$ cat src/rtl/serial_magnitude_comparator_pkg.sv
// -----------------------------------------------------------------------------
// serial_magnitude_comparator_pkg
//   Shared definitions for the bit-serial magnitude comparator.
//   - state_t : FSM state encodings (IDLE / SHIFT / DONE). The fourth 2-bit
//               code is unused and is treated as illegal by the FSM.
// -----------------------------------------------------------------------------
package serial_magnitude_comparator_pkg;

  typedef enum logic [1:0] {
    ST_IDLE  = 2'd0,
    ST_SHIFT = 2'd1,
    ST_DONE  = 2'd2
  } state_t;

endpackage : serial_magnitude_comparator_pkg

$ cat src/rtl/serial_magnitude_comparator_if.sv
// -----------------------------------------------------------------------------
// serial_magnitude_comparator_if
//   Request/result bundle of the serial magnitude comparator.
//   Signals:
//     start      request a comparison (sampled only while the comparator idles)
//     a_in, b_in WIDTH-bit operands, captured on the accepted start edge
//     busy       high while bits are being compared
//     done       one-cycle completion pulse
//     g, e, l    registered result: A > B, A == B, A < B
//   Modports:
//     master : requester side (drives start/operands, observes status/result)
//     slave  : comparator side
// -----------------------------------------------------------------------------
interface serial_magnitude_comparator_if #(
  parameter int WIDTH = 8
);

  logic             start;
  logic [WIDTH-1:0] a_in;
  logic [WIDTH-1:0] b_in;
  logic             busy;
  logic             done;
  logic             g;
  logic             e;
  logic             l;

  modport master (
    output start, a_in, b_in,
    input  busy, done, g, e, l
  );

  modport slave (
    input  start, a_in, b_in,
    output busy, done, g, e, l
  );

endinterface : serial_magnitude_comparator_if

$ cat src/rtl/serial_magnitude_comparator_one_bit.sv
// -----------------------------------------------------------------------------
// one_bit_comparator
//   Purely combinational single-bit magnitude comparator.
//   Ports:
//     g : output, a > b
//     e : output, a == b
//     l : output, a < b
//     a : input, bit of operand A
//     b : input, bit of operand B
//   Exactly one of g/e/l is high for any input pair.
// -----------------------------------------------------------------------------
module one_bit_comparator (
  output logic g,
  output logic e,
  output logic l,
  input  logic a,
  input  logic b
);

  assign g = a & ~b;
  assign e = ~(a ^ b);
  assign l = ~a & b;

endmodule : one_bit_comparator

$ cat src/rtl/serial_magnitude_comparator.sv
// -----------------------------------------------------------------------------
// serial_magnitude_comparator
//   Bit-serial WIDTH-bit magnitude comparator. On an accepted start the two
//   operands are captured into shift registers and presented MSB first, one
//   bit pair per cycle, to a one_bit_comparator. The first differing bit ends
//   the comparison early; equal operands finish after WIDTH bits. Completion
//   is signalled with a one-cycle done pulse and the registered g/e/l result
//   holds until the next accepted start.
//   Parameters:
//     WIDTH : operand width in bits (>= 2)
//     CNT_W : width of the remaining-bit counter
//   Ports:
//     clk   : input, rising-edge clock
//     rst_n : input, synchronous active-low reset
//     cmp   : slave side of serial_magnitude_comparator_if
//             (start, a_in, b_in in; busy, done, g, e, l out)
//   All outputs come straight from registers.
// -----------------------------------------------------------------------------
module serial_magnitude_comparator
  import serial_magnitude_comparator_pkg::*;
#(
  parameter int WIDTH = 8,
  parameter int CNT_W = $clog2(WIDTH)
) (
  input  logic                          clk,
  input  logic                          rst_n,
  serial_magnitude_comparator_if.slave  cmp
);

  localparam logic [CNT_W-1:0] CNT_LAST = CNT_W'(WIDTH - 1);

  state_t           r_state;
  logic [WIDTH-1:0] r_a_sh;
  logic [WIDTH-1:0] r_b_sh;
  logic [CNT_W-1:0] r_cnt;
  logic             r_busy;
  logic             r_done;
  logic             r_g;
  logic             r_e;
  logic             r_l;

  logic             w_bit_g;
  logic             w_bit_e;
  logic             w_bit_l;

  // The MSB of each shift register is the bit currently under comparison.
  one_bit_comparator u_bit_cmp (
    .g (w_bit_g),
    .e (w_bit_e),
    .l (w_bit_l),
    .a (r_a_sh[WIDTH-1]),
    .b (r_b_sh[WIDTH-1])
  );

  // NOTE: every register in this block uses non-blocking assignments so that
  // all reads within one edge see the pre-edge values, regardless of the
  // order of statements.
  always_ff @(posedge clk) begin
    if (!rst_n) begin
      r_state <= ST_IDLE;
      r_a_sh  <= '0;
      r_b_sh  <= '0;
      r_cnt   <= '0;
      r_busy  <= 1'b0;
      r_done  <= 1'b0;
      r_g     <= 1'b0;
      r_e     <= 1'b0;
      r_l     <= 1'b0;
    end else begin
      case (r_state)
        ST_IDLE: begin
          r_done <= 1'b0;
          if (cmp.start) begin
            r_a_sh  <= cmp.a_in;
            r_b_sh  <= cmp.b_in;
            r_cnt   <= CNT_LAST;
            r_g     <= 1'b0;
            r_e     <= 1'b0;
            r_l     <= 1'b0;
            r_busy  <= 1'b1;
            r_state <= ST_SHIFT;
          end
        end

        ST_SHIFT: begin
          if (w_bit_g || w_bit_l || (r_cnt == '0)) begin
            // Decision reached: either a differing bit, or the LSB matched
            // after all higher bits matched, which means equality.
            r_g     <= w_bit_g;
            r_l     <= w_bit_l;
            r_e     <= w_bit_e;
            r_busy  <= 1'b0;
            r_done  <= 1'b1;
            r_state <= ST_DONE;
          end else begin
            r_a_sh <= {r_a_sh[WIDTH-2:0], 1'b0};
            r_b_sh <= {r_b_sh[WIDTH-2:0], 1'b0};
            r_cnt  <= r_cnt - 1'b1;
          end
        end

        ST_DONE: begin
          r_done  <= 1'b0;
          r_state <= ST_IDLE;
        end

        // NOTE: the spare encoding recovers to IDLE with status flags
        // cleared; the result registers are left alone so a held result is
        // not disturbed.
        default: begin
          r_busy  <= 1'b0;
          r_done  <= 1'b0;
          r_state <= ST_IDLE;
        end
      endcase
    end
  end

  assign cmp.busy = r_busy;
  assign cmp.done = r_done;
  assign cmp.g    = r_g;
  assign cmp.e    = r_e;
  assign cmp.l    = r_l;

endmodule : serial_magnitude_comparator

$ cat src/flat_wrapper.sv
// flat-port wrapper written by rule: the top's interface ports become plain ports
module serial_magnitude_comparator_flat import serial_magnitude_comparator_pkg::*;
#(
  parameter int WIDTH = 8,
  parameter int CNT_W = $clog2(WIDTH)
)
  (clk, rst_n, cmp_start, cmp_a_in, cmp_b_in, cmp_busy, cmp_done, cmp_g, cmp_e, cmp_l);
  serial_magnitude_comparator_if #(.WIDTH(WIDTH)) cmp_i ();
  input  logic clk;
  input  logic rst_n;
  input wire logic [$bits(cmp_i.start)-1:0] cmp_start;
  input wire logic [$bits(cmp_i.a_in)-1:0] cmp_a_in;
  input wire logic [$bits(cmp_i.b_in)-1:0] cmp_b_in;
  output wire logic [$bits(cmp_i.busy)-1:0] cmp_busy;
  output wire logic [$bits(cmp_i.done)-1:0] cmp_done;
  output wire logic [$bits(cmp_i.g)-1:0] cmp_g;
  output wire logic [$bits(cmp_i.e)-1:0] cmp_e;
  output wire logic [$bits(cmp_i.l)-1:0] cmp_l;
  assign cmp_i.start = cmp_start;
  assign cmp_i.a_in = cmp_a_in;
  assign cmp_i.b_in = cmp_b_in;
  assign cmp_busy = cmp_i.busy;
  assign cmp_done = cmp_i.done;
  assign cmp_g = cmp_i.g;
  assign cmp_e = cmp_i.e;
  assign cmp_l = cmp_i.l;
  serial_magnitude_comparator #(.WIDTH(WIDTH), .CNT_W(CNT_W)) u_core (.clk(clk), .rst_n(rst_n), .cmp(cmp_i));
endmodule
$ cat config.mk
export PLATFORM = sky130hd
export DESIGN_NAME = serial_magnitude_comparator_flat
export DESIGN_NICKNAME = d
export VERILOG_FILES = /design/src/rtl/serial_magnitude_comparator_pkg.sv /design/src/rtl/serial_magnitude_comparator_if.sv /design/src/rtl/serial_magnitude_comparator_one_bit.sv /design/src/rtl/serial_magnitude_comparator.sv /design/src/flat_wrapper.sv
export SDC_FILE = /design/constraint.sdc
export NUM_CORES = 1
export LEC_CHECK = 0
export ABC_CLOCK_PERIOD_IN_PS = 2200
export BUFFER_PORTS_ARGS = -buffer_cell sky130_fd_sc_hd__buf_2
export CAP_MARGIN = 20
export CORE_ASPECT_RATIO = 0.9
export CORE_MARGIN = 2
export CORE_UTILIZATION = 40
export DETAILED_ROUTE_END_ITERATION = 16
export PLACE_DENSITY = 0.59
export SLEW_MARGIN = 5
export SYNTH_ARGS = -nofsm -noshare
export SYNTH_HDL_FRONTEND = slang
export SYNTH_SLANG_ARGS = --single-unit
export TNS_END_PERCENT = 10
$ cat constraint.sdc
create_clock -name clk -period 2.2 [get_ports clk]
set_input_delay 0.55 -clock clk [delete_from_list [all_inputs] [get_ports clk]]
set_output_delay 0.55 -clock clk [all_outputs]
set_load 0.1 [all_outputs]
# Yosys cells after proc, flatten, opt, wreduce, memory -nomap -nowiden
# Cells that the tools add are included.
# totals
reg_bits	26
in_bits	19
output_inout_bits	5
elab_cells	54
# op_classes
add_sub_neg	1
n_eq_ne	5
n_mux	22
bitwise	7
reduce_logical	10
# ops
operator	count
2-to-1 mux 8 bit	4
one-hot mux 8 bit (2 select lines)	2
AND reduction 3 bit	3
2-to-1 mux 1 bit	6
2-to-1 mux 3 bit	2
one-hot mux 1 bit (2 select lines)	3
one-hot mux 3 bit (2 select lines)	1
2-to-1 mux 2 bit	2
!= test 2 bit, second input constant	2
NOT 1 bit	4
one-hot mux 2 bit (2 select lines)	1
AND reduction 2 bit	2
zero test 3 bit	1
one-hot mux 1 bit (3 select lines)	1
subtractor 3 x 1 -> 3 bit, second input constant	1
AND 1 bit	2
== test 2 x 1 -> 1 bit, second input constant	1
== test 2 bit, second input constant	1
zero test 2 bit	1
logical OR 1 bit	2
!= test 2 x 1 -> 1 bit, second input constant	1
nonzero test 2 bit	1
bitwise XOR 1 bit	1

# Depth between registers and ports, before layout
# Gate-level depths: netlist of the first run.
# logic_depth
ltp_word	6
ltp_mapped	8
mapped_depth_nobuf	6

# Hierarchy
# From an unflattened synthesis of the first run, not the netlist that was laid out.
# hier_totals
cells_unflattened	143
area_unflattened_um2	1278.7
# by_module_without_submodules
module	instances	cells_each	area_per_inst_um2	seq_area_each_um2
serial_magnitude_comparator	1	139	1246.2	520.5
one_bit_comparator	1	4	32.5	0.0

# Least setup slack after synthesis of the first run
# Ideal clock, no wire load.
# synth_timing
path_type	register -> register
from	reg u_core.r_a_sh[7]
to	reg u_core.r_a_sh[1]
setup_ns	0.116
arrival_ns	1.532
required_ns	2.084
slack_ns	0.552
path_stages_with_launch	8
path_buffers	2
synth_period_minus_slack_ns	1.648
path_cell_list	dfxtp_1 -> inv_1 -> ha_1 -> nor4bb_4 -> or2_1 -> buf_6 -> buf_6 -> o211a_1
# synth_between
elab_chain_len	6
elab_cells_between_ends	7
cone_classes	1 x eq/ne; 3 x bitwise; 3 x reduce/logical
# synth_lines
element	line_no	source
from (decl)	serial_magnitude_comparator.sv:33	logic [WIDTH-1:0] r_a_sh;
from (signal assigned)	serial_magnitude_comparator.sv:74	r_a_sh <= cmp.a_in;
from (signal assigned)	serial_magnitude_comparator.sv:96	r_a_sh <= {r_a_sh[WIDTH-2:0], 1'b0};
NOT 1 bit	serial_magnitude_comparator_one_bit.sv:22	assign l = ~a & b;
AND 1 bit	serial_magnitude_comparator_one_bit.sv:22	
logical OR 1 bit * (2 in series)	serial_magnitude_comparator.sv:86	if (w_bit_g || w_bit_l || (r_cnt == '0)) begin
!= test 2 bit (no source line) *	n/a	
AND reduction 3 bit (no source line) *	n/a	
# Every way passes the cells marked *; elsewhere a longest branch is shown, timed or not.
# A chain may end at the register's enable or synchronous reset.

# Worst setup path after layout of the first run
# layout_timing
from	reg u_core.r_cnt[0]
to	reg u_core.r_a_sh[4]
# layout_between
elab_chain_len	4
# layout_lines
element	line_no	source
from (decl)	serial_magnitude_comparator.sv:35	logic [CNT_W-1:0] r_cnt;
from (signal assigned)	serial_magnitude_comparator.sv:98	r_cnt <= r_cnt - 1'b1;
zero test 3 bit	serial_magnitude_comparator.sv:86	
logical OR 1 bit	serial_magnitude_comparator.sv:86	
!= test 2 bit (no source line)	n/a	
AND reduction 3 bit (no source line)	n/a	
# Every way passes these cells.

==> results of run 1 <==
## path summary, 6_finish.rpt
| path | depth (start not counted) | to | slack (ps) | start |
|---|---|---|---|---|
| hold / removal | 2 | u_core.cmp.done | 460 | u_core.cmp.done |
| setup reg to reg | 6 | u_core.r_a_sh[4] | 240 | u_core.r_cnt[0] |
| setup / recovery | 6 | u_core.r_a_sh[4] | 240 | u_core.r_cnt[0] |
| hold reg to reg | 2 | u_core.cmp.done | 460 | u_core.cmp.done |
## worst max-delay path, delay by kind of cell (launching register included)
family                     cells  cell delay, ps
AOI/OAI and AO/OA              1             210
buffers and inverters          1              50
and+or+nand+nor                2             820
adders and majority gates      2             420
DFF                            1             380
## power by group
group	internal (mW)	switching, mW	total [mW]
Sequential	0.536	0.0377	0.574
Combinational	0.140	0.191	0.331
Clock	0.184	0.141	0.325
Total	0.860	0.369	1.23
## logic make-up after synthesis
logic type,share of synthesized area
AO/OA/AOI/OAI,0.262
multiplexers,0.114
adder cells (fa/ha/maj),0.0408
buffers and inverters,0.0806
AND/OR/NAND/NOR,0.0776
flip-flops,0.424
## state kept, by name (all words and copies together), names as in the netlist
register	cells
u_core.r_a_sh	8
u_core.r_b_sh	8
u_core.r_cnt	3
u_core.r_state	2
u_core.cmp.busy	1
u_core.cmp.done	1
u_core.cmp.e	1
u_core.cmp.g	1
u_core.cmp.l	1
## placed cells by master, fill, tap and decap left out
| cell type | count |
|---|---|
| or2_1 | 1 |
| mux2i_1 | 14 |
| nor3b_1 | 3 |
| buf_2 | 23 |
| nor4bb_4 | 1 |
| o21a_1 | 4 |
| a31oi_1 | 1 |
| clkbuf_4 | 3 |
| nor2_1 | 1 |
| a32o_1 | 3 |
| a21oi_1 | 1 |
| inv_1 | 8 |
| o211a_1 | 17 |
| a311o_1 | 1 |
| buf_4 | 4 |
| and2_1 | 3 |
| bufinv_16 | 1 |
| o21ai_1 | 1 |
| nand2_1 | 3 |
| nand3b_1 | 1 |
| o21ai_0 | 13 |
| dfxtp_1 | 26 |
| ha_1 | 4 |
## stage by stage
stage / util / total power [mW] / cell area, µm²
after CTS: 0.470 / 1.24 / 1410
after floorplan: - / 0.858 / 1230
after global routing: 0.470 / 1.30 / 1410
final: 0.470 / 1.23 / 1410
after global placement: 0.452 / 0.908 / 1360
after detailed placement: 0.452 / 0.918 / 1360
## layer usage
layer  global-route usage  vias up
li1                     -      465
met1                0.186      457
met2                0.217       14
met3               0.0200        2
met4               0.0571        0
met5                    0        -
## cell type report
class                           instances  area [µm²]  area share
Multi-Input combinational cell         72         607       0.431
Sequential cell                        26         520       0.370
Timing Repair Buffer                   27         145       0.103
Tap cell                               42        52.6      0.0373
Clock inverter                          1        30.0      0.0213
Inverter                                8        30.0      0.0213
Clock buffer                            3        22.5      0.0160
==> impl_metrics.xml, run 1 <==
<?xml version="1.0" encoding="UTF-8"?>
<metrics>
  <group name="status">
    <metric name="run_status" unit="">completed</metric>
  </group>
  <group name="critical_path">
    <metric name="cpPeakStageDelay" unit="ps">550</metric>
    <metric name="critical_path_required" unit="ps">2460</metric>
    <metric name="setup.worst_path.end_class" unit="">flop</metric>
    <metric name="cp_data_arrival_time" unit="ps">2220</metric>
    <metric name="crit_type" unit="">flop to flop</metric>
    <metric name="setup.worst_path.start_class" unit="">flop</metric>
    <metric name="critical_path_peak_fanout" unit="">18</metric>
    <metric name="timing.critical_path.mode_cell" unit="">ha_1</metric>
    <metric name="crit_path_top_delay_cell" unit="">or2_1</metric>
    <metric name="path_cells" unit="">inv_1 -&gt; ha_1 -&gt; ha_1 -&gt; nor4bb_4 -&gt; or2_1 -&gt; o211a_1</metric>
  </group>
  <group name="place">
    <metric name="setup_slack_at_placement" unit="ps">257</metric>
    <metric name="dpl.hpwl" unit="µm">1590</metric>
    <metric name="buffer_ports.inserted" unit="">23</metric>
    <metric name="numPlacedInstances" unit="">175</metric>
    <metric name="gp_congestion" unit="">0.735</metric>
  </group>
  <group name="timing">
    <metric name="tns" unit="ps">0</metric>
    <metric name="fin_ws" unit="ps">244</metric>
    <metric name="number_of_endpoints_failing_setup_at_the_final_stage" unit="">0</metric>
    <metric name="finalCritPeriodShare" unit="">0.889</metric>
    <metric name="final_period_minus_worst_setup_slack" unit="ps">1960</metric>
    <metric name="maxSlewHeadroom" unit="">0.571</metric>
    <metric name="max_freq" unit="GHz">0.511</metric>
    <metric name="hold_ws" unit="ps">464</metric>
    <metric name="final-max-slew-violation-count" unit="">0</metric>
    <metric name="max_slew.worst_pin.slew" unit="ps">644</metric>
    <metric name="skew" unit="ps">11.2</metric>
    <metric name="rsz0062_at_grt" unit="">false</metric>
    <metric name="finalHoldViolations" unit="">0</metric>
  </group>
  <group name="routing">
    <metric name="drt_drc_violations_left" unit="">0</metric>
    <metric name="initialDrtViolationCount" unit="">22</metric>
    <metric name="route.detailed.vias_per_inst" unit="">5.24</metric>
    <metric name="route.met3.wl" unit="µm">62</metric>
    <metric name="route.final.wire_length" unit="µm">2310</metric>
    <metric name="highest-signal-layer" unit="">met4</metric>
    <metric name="ant_nets" unit="">0</metric>
    <metric name="detailroute.via_count" unit="">938</metric>
    <metric name="met2_wirelength" unit="µm">1070</metric>
    <metric name="first_pass_iters" unit="">5</metric>
    <metric name="wirelength_met1" unit="µm">1160</metric>
    <metric name="routedWlPerCell" unit="µm">12.9</metric>
  </group>
  <group name="clock_network">
    <metric name="clk_pin_slew_worst_paths" unit="ps">150</metric>
    <metric name="cts_tree" unit="">yes</metric>
    <metric name="postCtsHoldBufs" unit="">0</metric>
    <metric name="max-clock-path-buffers" unit="">2</metric>
    <metric name="cts.sink_count" unit="">26</metric>
    <metric name="source_to_sink_clock_delay_at_the_later_pin_of_the_worst_skew_pair" unit="ps">320</metric>
    <metric name="clockRootBuffer" unit="">clkbuf_4</metric>
    <metric name="numCtsBuffers" unit="">3</metric>
    <metric name="ctsResizeCount" unit="">0</metric>
    <metric name="htree_levels" unit="">1</metric>
    <metric name="post_cts_buffers" unit="">0</metric>
  </group>
  <group name="floorplanning">
    <metric name="row_count" unit="">19</metric>
    <metric name="num_io_pins" unit="">24</metric>
    <metric name="coreArea" unit="µm²">3000</metric>
    <metric name="chipHeight" unit="µm">56.5</metric>
    <metric name="floorplan.die_area" unit="µm²">3520</metric>
    <metric name="die_width" unit="µm">62.4</metric>
    <metric name="initial_core_util" unit="">0.409</metric>
  </group>
  <group name="layout">
    <metric name="drive_above_1_share" unit="">0.234</metric>
    <metric name="stdcell_count" unit="">179</metric>
    <metric name="insertedDiodeCount" unit="">0</metric>
    <metric name="layout-area-overhead-vs-synth" unit="%">14.8</metric>
    <metric name="final_nets" unit="">161</metric>
    <metric name="layout.filler_cells" unit="">306</metric>
  </group>
  <group name="grt">
    <metric name="grt_start_max_net_pins" unit="">26</metric>
    <metric name="grt_remaining_overflow" unit="">0</metric>
    <metric name="wire_length_of_the_first_global_routing_pass" unit="µm">3780</metric>
    <metric name="grt_pass1_vias" unit="">836</metric>
    <metric name="groute.usage.overall" unit="">0.136</metric>
    <metric name="grt_antenna_before_repair" unit="">0</metric>
  </group>
  <group name="yosys">
    <metric name="post_synth_most_frequent_cells" unit="">26 x dfxtp_1, 17 x o211a_1, 14 x mux2i_1, 13 x o21ai_0, 8 x inv_1</metric>
    <metric name="synth_enable_flop_cells" unit="">0</metric>
    <metric name="syn-num-nets" unit="">140</metric>
    <metric name="ys_async_sr_fraction" unit="">0</metric>
    <metric name="synth_top_area_cell" unit="">dfxtp_1</metric>
    <metric name="synth.most_common_cell" unit="">dfxtp_1</metric>
    <metric name="synth-warning-count" unit="">0</metric>
    <metric name="synth-seq-area-share" unit="">0.424</metric>
    <metric name="netlist-cell-type-count" unit="">22</metric>
    <metric name="ffs_latches_synth" unit="">26</metric>
    <metric name="netlist_top_cells_area" unit="">dfxtp_1 42%, o211a_1 14%, mux2i_1 11%, o21ai_0 5.3%, ha_1 4.1%</metric>
    <metric name="syn-instance-count" unit="">117</metric>
    <metric name="syn-cell-area" unit="µm²">1230</metric>
    <metric name="post-synth-top-area-fraction" unit="">0.424</metric>
    <metric name="synth-main-ff-cell" unit="">dfxtp_1</metric>
    <metric name="synth.avg_cell_area" unit="µm²">10.5</metric>
  </group>
  <group name="job">
    <metric name="cap_violations" unit="">0</metric>
  </group>
  <group name="power">
    <metric name="irDropWorstVdd" unit="V">0.000392</metric>
    <metric name="power_density" unit="nW/µm²">873</metric>
    <metric name="static-leakage-power" unit="nW">0.714</metric>
  </group>
  <group name="min_path">
    <metric name="holdCritPathClass" unit="">flop to flop</metric>
  </group>
</metrics>
Power figures use the tool's default switching activity.
==> run 2: changes to the inputs <==
SKIP_CTS_REPAIR_TIMING = 1   (was unset)
SYNTH_HIERARCHICAL = 1   (was unset)
==> run 2 against run 1 <==
  * Combinational power increased by 5%
  * Critical endpoint is now u_core/r_cnt[0]
  * Synthesized cell count increased by 22%
  * Non-clock buffer count unchanged
  * Clock skew down 1.1 ps
  * Via count up 10%
  * Fmax decreased by 1.4%
==> impl_metrics.xml, run 2 <==
<?xml version="1.0" encoding="UTF-8"?>
<metrics>
  <group name="critical_path">
    <metric name="setup.worst_path.end_class" unit="">flop</metric>
    <metric name="critical_path_required" unit="ps">2450</metric>
    <metric name="worst_setup_path_endpoint" unit="">u_core/r_cnt[0]</metric>
    <metric name="crit_type" unit="">flop to flop</metric>
    <metric name="rr_worst_depth" unit="">7</metric>
    <metric name="cpPeakStageDelay" unit="ps">510</metric>
    <metric name="rrSetupSlack" unit="ps">220</metric>
    <metric name="setup.worst_path.start_class" unit="">flop</metric>
    <metric name="regToRegStartpoint" unit="">u_core/r_cnt[0]</metric>
    <metric name="path_cells" unit="">inv_1 -&gt; ha_1 -&gt; ha_1 -&gt; or4b_4 -&gt; a21o_1 -&gt; buf_4 -&gt; a21boi_1</metric>
    <metric name="critical_path_peak_fanout" unit="">18</metric>
    <metric name="crit_path_top_delay_cell" unit="">or4b_4</metric>
    <metric name="cp_data_arrival_time" unit="ps">2230</metric>
    <metric name="timing.critical_path.mode_cell" unit="">ha_1</metric>
    <metric name="timing.rr.end" unit="">u_core/r_cnt[0]</metric>
    <metric name="setup.worst_path.start" unit="">u_core/r_cnt[0]</metric>
  </group>
  <group name="grt">
    <metric name="grt.met1_usage" unit="">0.173</metric>
    <metric name="grt-busiest-layer" unit="">met2</metric>
    <metric name="grt_pass1_vias" unit="">965</metric>
    <metric name="grt_antenna_before_repair" unit="">0</metric>
    <metric name="met2_usage" unit="">0.236</metric>
    <metric name="grt_remaining_overflow" unit="">0</metric>
    <metric name="groute.usage.overall" unit="">0.140</metric>
    <metric name="grtUsageMet3" unit="">0.0408</metric>
    <metric name="grt_start_max_net_pins" unit="">37</metric>
    <metric name="wire_length_of_the_first_global_routing_pass" unit="µm">4080</metric>
  </group>
  <group name="place">
    <metric name="dpl.hpwl" unit="µm">1600</metric>
    <metric name="numPlacedInstances" unit="">201</metric>
    <metric name="gp_congestion" unit="">0.753</metric>
    <metric name="buffer_ports.inserted" unit="">23</metric>
  </group>
  <group name="timing">
    <metric name="number_of_endpoints_failing_setup_at_the_final_stage" unit="">0</metric>
    <metric name="final-max-slew-violation-count" unit="">0</metric>
    <metric name="tns" unit="ps">0</metric>
    <metric name="finalHoldViolations" unit="">0</metric>
    <metric name="final_period_minus_worst_setup_slack" unit="ps">1980</metric>
    <metric name="hold_ws" unit="ps">456</metric>
    <metric name="max_freq" unit="GHz">0.504</metric>
    <metric name="max_slew.worst_pin.slew" unit="ps">503</metric>
    <metric name="rsz0062_at_grt" unit="">false</metric>
    <metric name="finalCritPeriodShare" unit="">0.902</metric>
    <metric name="maxSlewHeadroom" unit="">0.663</metric>
    <metric name="skew" unit="ps">10.2</metric>
  </group>
  <group name="min_path">
    <metric name="holdCritPathClass" unit="">flop to flop</metric>
  </group>
  <group name="status">
    <metric name="run_status" unit="">completed</metric>
  </group>
  <group name="clock_network">
    <metric name="max-clock-path-buffers" unit="">2</metric>
    <metric name="htree_levels" unit="">1</metric>
    <metric name="source_to_sink_clock_delay_at_the_later_pin_of_the_worst_skew_pair" unit="ps">320</metric>
    <metric name="cts_tree" unit="">yes</metric>
    <metric name="cts.sink_count" unit="">26</metric>
    <metric name="clockRootBuffer" unit="">clkbuf_4</metric>
    <metric name="numCtsBuffers" unit="">3</metric>
    <metric name="clk_pin_slew_worst_paths" unit="ps">140</metric>
  </group>
  <group name="yosys">
    <metric name="synth-seq-area-share" unit="">0.407</metric>
    <metric name="post-synth-top-area-fraction" unit="">0.407</metric>
    <metric name="netlist-cell-type-count" unit="">24</metric>
    <metric name="syn-cell-area" unit="µm²">1280</metric>
    <metric name="synth-main-ff-cell" unit="">dfxtp_1</metric>
    <metric name="ys_async_sr_fraction" unit="">0</metric>
    <metric name="syn-instance-count" unit="">143</metric>
    <metric name="synth-warning-count" unit="">6</metric>
    <metric name="ffs_latches_synth" unit="">26</metric>
    <metric name="post_synth_most_frequent_cells" unit="">26 x dfxtp_1, 20 x nand2_1, 16 x nand2b_1, 15 x mux2i_1, 14 x o211ai_1</metric>
    <metric name="synth.most_common_cell" unit="">dfxtp_1</metric>
    <metric name="syn-num-nets" unit="">166</metric>
    <metric name="netlist_top_cells_area" unit="">dfxtp_1 41%, mux2i_1 12%, o211ai_1 8.2%, nand2b_1 7.8%, nand2_1 5.9%</metric>
    <metric name="synth_top_area_cell" unit="">dfxtp_1</metric>
    <metric name="synth_enable_flop_cells" unit="">0</metric>
    <metric name="synth.avg_cell_area" unit="µm²">8.94</metric>
  </group>
  <group name="layout">
    <metric name="layout-area-overhead-vs-synth" unit="%">13.6</metric>
    <metric name="final_nets" unit="">187</metric>
    <metric name="most_frequent_cells_in_the_layout" unit="">26 x dfxtp_1, 23 x buf_2, 20 x nand2_1, 16 x nand2b_1, 15 x mux2i_1</metric>
    <metric name="stdcell_count" unit="">205</metric>
    <metric name="insertedDiodeCount" unit="">0</metric>
    <metric name="drive_above_1_share" unit="">0.196</metric>
    <metric name="top_regs" unit="">u_core/r_a_sh: 8 flops, u_core/r_b_sh: 8 flops, u_core/r_cnt: 3 flops</metric>
    <metric name="layout_commonest_cell" unit="">dfxtp_1</metric>
  </group>
  <group name="routing">
    <metric name="detailroute.via_count" unit="">1032</metric>
    <metric name="route.detailed.vias_per_inst" unit="">5.03</metric>
    <metric name="routedWlPerCell" unit="µm">11.4</metric>
    <metric name="ant_nets" unit="">0</metric>
    <metric name="drt_drc_violations_left" unit="">0</metric>
    <metric name="route.final.wire_length" unit="µm">2340</metric>
    <metric name="first_pass_iters" unit="">3</metric>
    <metric name="initialDrtViolationCount" unit="">35</metric>
  </group>
  <group name="floorplanning">
    <metric name="die_width" unit="µm">63.6</metric>
    <metric name="num_io_pins" unit="">24</metric>
    <metric name="initial_core_util" unit="">0.420</metric>
    <metric name="coreArea" unit="µm²">3040</metric>
    <metric name="chipHeight" unit="µm">57.6</metric>
    <metric name="floorplan.die_area" unit="µm²">3670</metric>
    <metric name="row_count" unit="">19</metric>
  </group>
  <group name="job">
    <metric name="cap_violations" unit="">0</metric>
  </group>
  <group name="power">
    <metric name="post_layout_power" unit="mW">1.15</metric>
    <metric name="static-leakage-power" unit="nW">0.618</metric>
    <metric name="irDropWorstVdd" unit="V">0.000527</metric>
    <metric name="power_density" unit="nW/µm²">793</metric>
  </group>
</metrics>
-- run 2: cell type report --
type / count / area, µm²
fillers: 336 / 1590
multi-input cells: 99 / 672
well taps: 42 / 52.6
repair buffers: 27 / 145
clock buffers: 4 / 36.3
inverters: 7 / 26.3
flip-flops and latches: 26 / 520
-- run 2: cells by family after synthesis --
group,after synthesis,share of synthesized area
AO/OA/AOI/OAI,31,0.165
adder cells (fa/ha/maj),4,0.0391
buffers and inverters,18,0.0675
flip-flops,26,0.407
multiplexers,15,0.117
AND/OR/NAND/NOR,49,0.204
-- run 2: power breakdown --
part | internal, mW | switching (mW)
Sequential | 0.533 | 0.0310
Clock | 0.101 | 0.137
Combinational | 0.142 | 0.208
-- run 2: through the flow --
step	utilization	area, µm²	setup slack, ps
finish	0.477	1450	217
global route	0.477	1450	116
CTS	0.477	1450	210
detailed placement	0.465	1420	244
global placement	0.465	1420	298
floorplan	-	1280	300
-- run 2: worst max-delay path: cells and delay by family, from the launching register on --
family	cells	cell delay, ps
buffers and inverters	2	280
adder cells (fa/ha/maj)	2	390
flip-flops	1	360
AO/OA/AOI/OAI	2	380
AND/OR/NAND/NOR	1	510
-- run 2: worst min path at each step --
stage               depth (start not counted)        startpoint          endpoint
CTS                                         2   u_core/cmp.done   u_core/cmp.done
global route                                2      u_core/cmp.e      u_core/cmp.e
finish                                      2   u_core/cmp.done   u_core/cmp.done
detailed placement                          2   u_core/cmp.done   u_core/cmp.done
floorplan                                   2  u_core/r_a_sh[3]  u_core/r_a_sh[3]
global placement                            2   u_core/cmp.done   u_core/cmp.done
-- run 2: metal layers --
metal / vias up / wire length [µm]
met1: 476 / 1170
met5: - / 0
met3: 2 / 123
met2: 18 / 1030
met4: 0 / 17
li1: 536 / -
==> run 3: changes to the inputs <==
BUFFER_PORTS_ARGS = unset   (was -buffer_cell sky130_fd_sc_hd__buf_2)
DONT_BUFFER_PORTS = 1   (was unset)
PLACE_DENSITY = 0.52   (was 0.59)
==> run 3 against run 2 <==
  * Cell area decreased by 4.2%
  * Sequential power about the same
  * Non-clock buffer count decreased by 18
  * Register-to-register slack improved by 40 ps
  * Critical path type unchanged
  * Fmax increased by 1.9%
==> impl_metrics.xml, run 3 (synthesis gave the netlist of run 2 again) <==
<?xml version="1.0" encoding="UTF-8"?>
<metrics>
  <group name="clock_network">
    <metric name="numCtsBuffers" unit="">3</metric>
    <metric name="htree_levels" unit="">1</metric>
    <metric name="cts.sink_count" unit="">26</metric>
    <metric name="source_to_sink_clock_delay_at_the_later_pin_of_the_worst_skew_pair" unit="ps">320</metric>
    <metric name="max-clock-path-buffers" unit="">2</metric>
    <metric name="cts_tree" unit="">yes</metric>
    <metric name="clk_pin_slew_worst_paths" unit="ps">140</metric>
    <metric name="clockRootBuffer" unit="">clkbuf_4</metric>
  </group>
  <group name="min_path">
    <metric name="hold_depth" unit="">2</metric>
    <metric name="holdCritPathClass" unit="">primary input to flop</metric>
  </group>
  <group name="layout">
    <metric name="layout_commonest_cell" unit="">dfxtp_1</metric>
    <metric name="layout-area-overhead-vs-synth" unit="%">8.81</metric>
    <metric name="final_nets" unit="">169</metric>
    <metric name="top_regs" unit="">u_core/r_a_sh: 8 flops, u_core/r_b_sh: 8 flops, u_core/r_cnt: 3 flops</metric>
    <metric name="stdcell_area" unit="µm²">1390</metric>
    <metric name="drive_above_1_share" unit="">0.0966</metric>
    <metric name="most_frequent_cells_in_the_layout" unit="">26 x dfxtp_1, 20 x nand2_1, 16 x nand2b_1, 15 x mux2i_1, 14 x o211ai_1</metric>
    <metric name="insertedDiodeCount" unit="">0</metric>
    <metric name="layout.filler_cells" unit="">333</metric>
  </group>
  <group name="routing">
    <metric name="routedWlPerCell" unit="µm">12.9</metric>
    <metric name="ant_nets" unit="">0</metric>
    <metric name="route.final.wire_length" unit="µm">2410</metric>
    <metric name="detailroute.via_count" unit="">969</metric>
    <metric name="first_pass_iters" unit="">4</metric>
    <metric name="route.detailed.vias_per_inst" unit="">5.18</metric>
    <metric name="drt_drc_violations_left" unit="">0</metric>
    <metric name="initialDrtViolationCount" unit="">25</metric>
  </group>
  <group name="timing">
    <metric name="rsz0062_at_grt" unit="">false</metric>
    <metric name="max_freq" unit="GHz">0.514</metric>
    <metric name="final-max-slew-violation-count" unit="">0</metric>
    <metric name="maxSlewHeadroom" unit="">0.683</metric>
    <metric name="number_of_endpoints_failing_setup_at_the_final_stage" unit="">0</metric>
    <metric name="skew" unit="ps">6.03</metric>
    <metric name="finalHoldViolations" unit="">0</metric>
    <metric name="max_slew.worst_pin.slew" unit="ps">473</metric>
    <metric name="final_period_minus_worst_setup_slack" unit="ps">1950</metric>
    <metric name="finalCritPeriodShare" unit="">0.885</metric>
    <metric name="tns" unit="ps">0</metric>
  </group>
  <group name="power">
    <metric name="power_density" unit="nW/µm²">879</metric>
    <metric name="irDropWorstVdd" unit="V">0.000432</metric>
    <metric name="static-leakage-power" unit="nW">0.554</metric>
  </group>
  <group name="grt">
    <metric name="wire_length_of_the_first_global_routing_pass" unit="µm">4220</metric>
    <metric name="grt_remaining_overflow" unit="">0</metric>
    <metric name="grt_pass1_vias" unit="">908</metric>
    <metric name="grt_start_max_net_pins" unit="">37</metric>
    <metric name="groute.usage.overall" unit="">0.147</metric>
    <metric name="grt_antenna_before_repair" unit="">0</metric>
  </group>
  <group name="floorplanning">
    <metric name="chipHeight" unit="µm">57.6</metric>
    <metric name="die_width" unit="µm">63.6</metric>
    <metric name="row_count" unit="">19</metric>
    <metric name="num_io_pins" unit="">24</metric>
    <metric name="coreArea" unit="µm²">3040</metric>
    <metric name="initial_core_util" unit="">0.420</metric>
    <metric name="floorplan.die_area" unit="µm²">3670</metric>
  </group>
  <group name="place">
    <metric name="placedInstanceArea" unit="µm²">1340</metric>
    <metric name="dpl.hpwl" unit="µm">1710</metric>
    <metric name="gp_congestion" unit="">0.723</metric>
    <metric name="buffer_ports.inserted" unit="">0</metric>
  </group>
  <group name="job">
    <metric name="cap_violations" unit="">0</metric>
  </group>
  <group name="critical_path">
    <metric name="setup.worst_path.end_class" unit="">flop</metric>
    <metric name="critical_path_required" unit="ps">2450</metric>
    <metric name="rr_worst_depth" unit="">7</metric>
    <metric name="cp_data_arrival_time" unit="ps">2190</metric>
    <metric name="crit_type" unit="">flop to flop</metric>
    <metric name="critical_path_peak_fanout" unit="">10</metric>
    <metric name="setup.worst_path.start_class" unit="">flop</metric>
  </group>
  <group name="status">
    <metric name="run_status" unit="">completed</metric>
  </group>
</metrics>
[run 3: cell type report]
cell class,count,area (µm²),share of cell area
clock buffer,3,22.5,0.0162
tap,42,52.6,0.0378
timing repair buffer,9,67.6,0.0486
multi-input combinational,99,672,0.483
sequential,26,520,0.374
clock inverter,1,30.0,0.0216
inverter,7,26.3,0.0189
[run 3: power by group]
group          total [mW]  switching [mW]  leakage, nW  internal, mW
clock               0.323           0.139       0.0279         0.184
sequential          0.565          0.0316        0.214         0.533
combinational       0.334           0.196        0.312         0.138
total                1.22           0.367        0.554         0.855
[run 3: routing by layer]
layer  up-vias  routed length (µm)  part of all wire  track usage
met3         2                  95             0.039       0.0505
met1       455                1190              0.49        0.193
li1        499                   -                 -            -
met4         0                  17            0.0070       0.0280
met2        13                1110              0.46        0.238
met5         -                   0                 0            0
[run 3: metrics by stage]
step	hold slack [ps]	setup slack, ps	utilization	power [mW]	instances
final	362	254	0.457	1.22	187
after global routing	328	155	0.457	1.30	187
after CTS	344	251	0.457	1.24	187
after detailed placement	447	297	0.440	0.909	183
after global placement	442	348	0.440	0.900	183
after floorplan	433	300	-	0.857	143
[run 3: worst max-delay path: stages, from the launching register on]
cell	delay, ps
dfxtp_1	370
inv_1	60
ha_1	190
ha_1	190
or4b_4	500
a21o_1	210
buf_4	190
mux2i_1	170
[run 3: worst paths after layout]
kind	slack (ps)	startpoint	end
worst max-delay path	250	u_core/r_cnt[0]	u_core/r_a_sh[4]
worst max register to register	250	u_core/r_cnt[0]	u_core/r_a_sh[4]
worst min register to register	460	u_core/r_a_sh[5]	u_core/r_a_sh[5]
worst min-delay path	360	rst_n	u_core/cmp.e
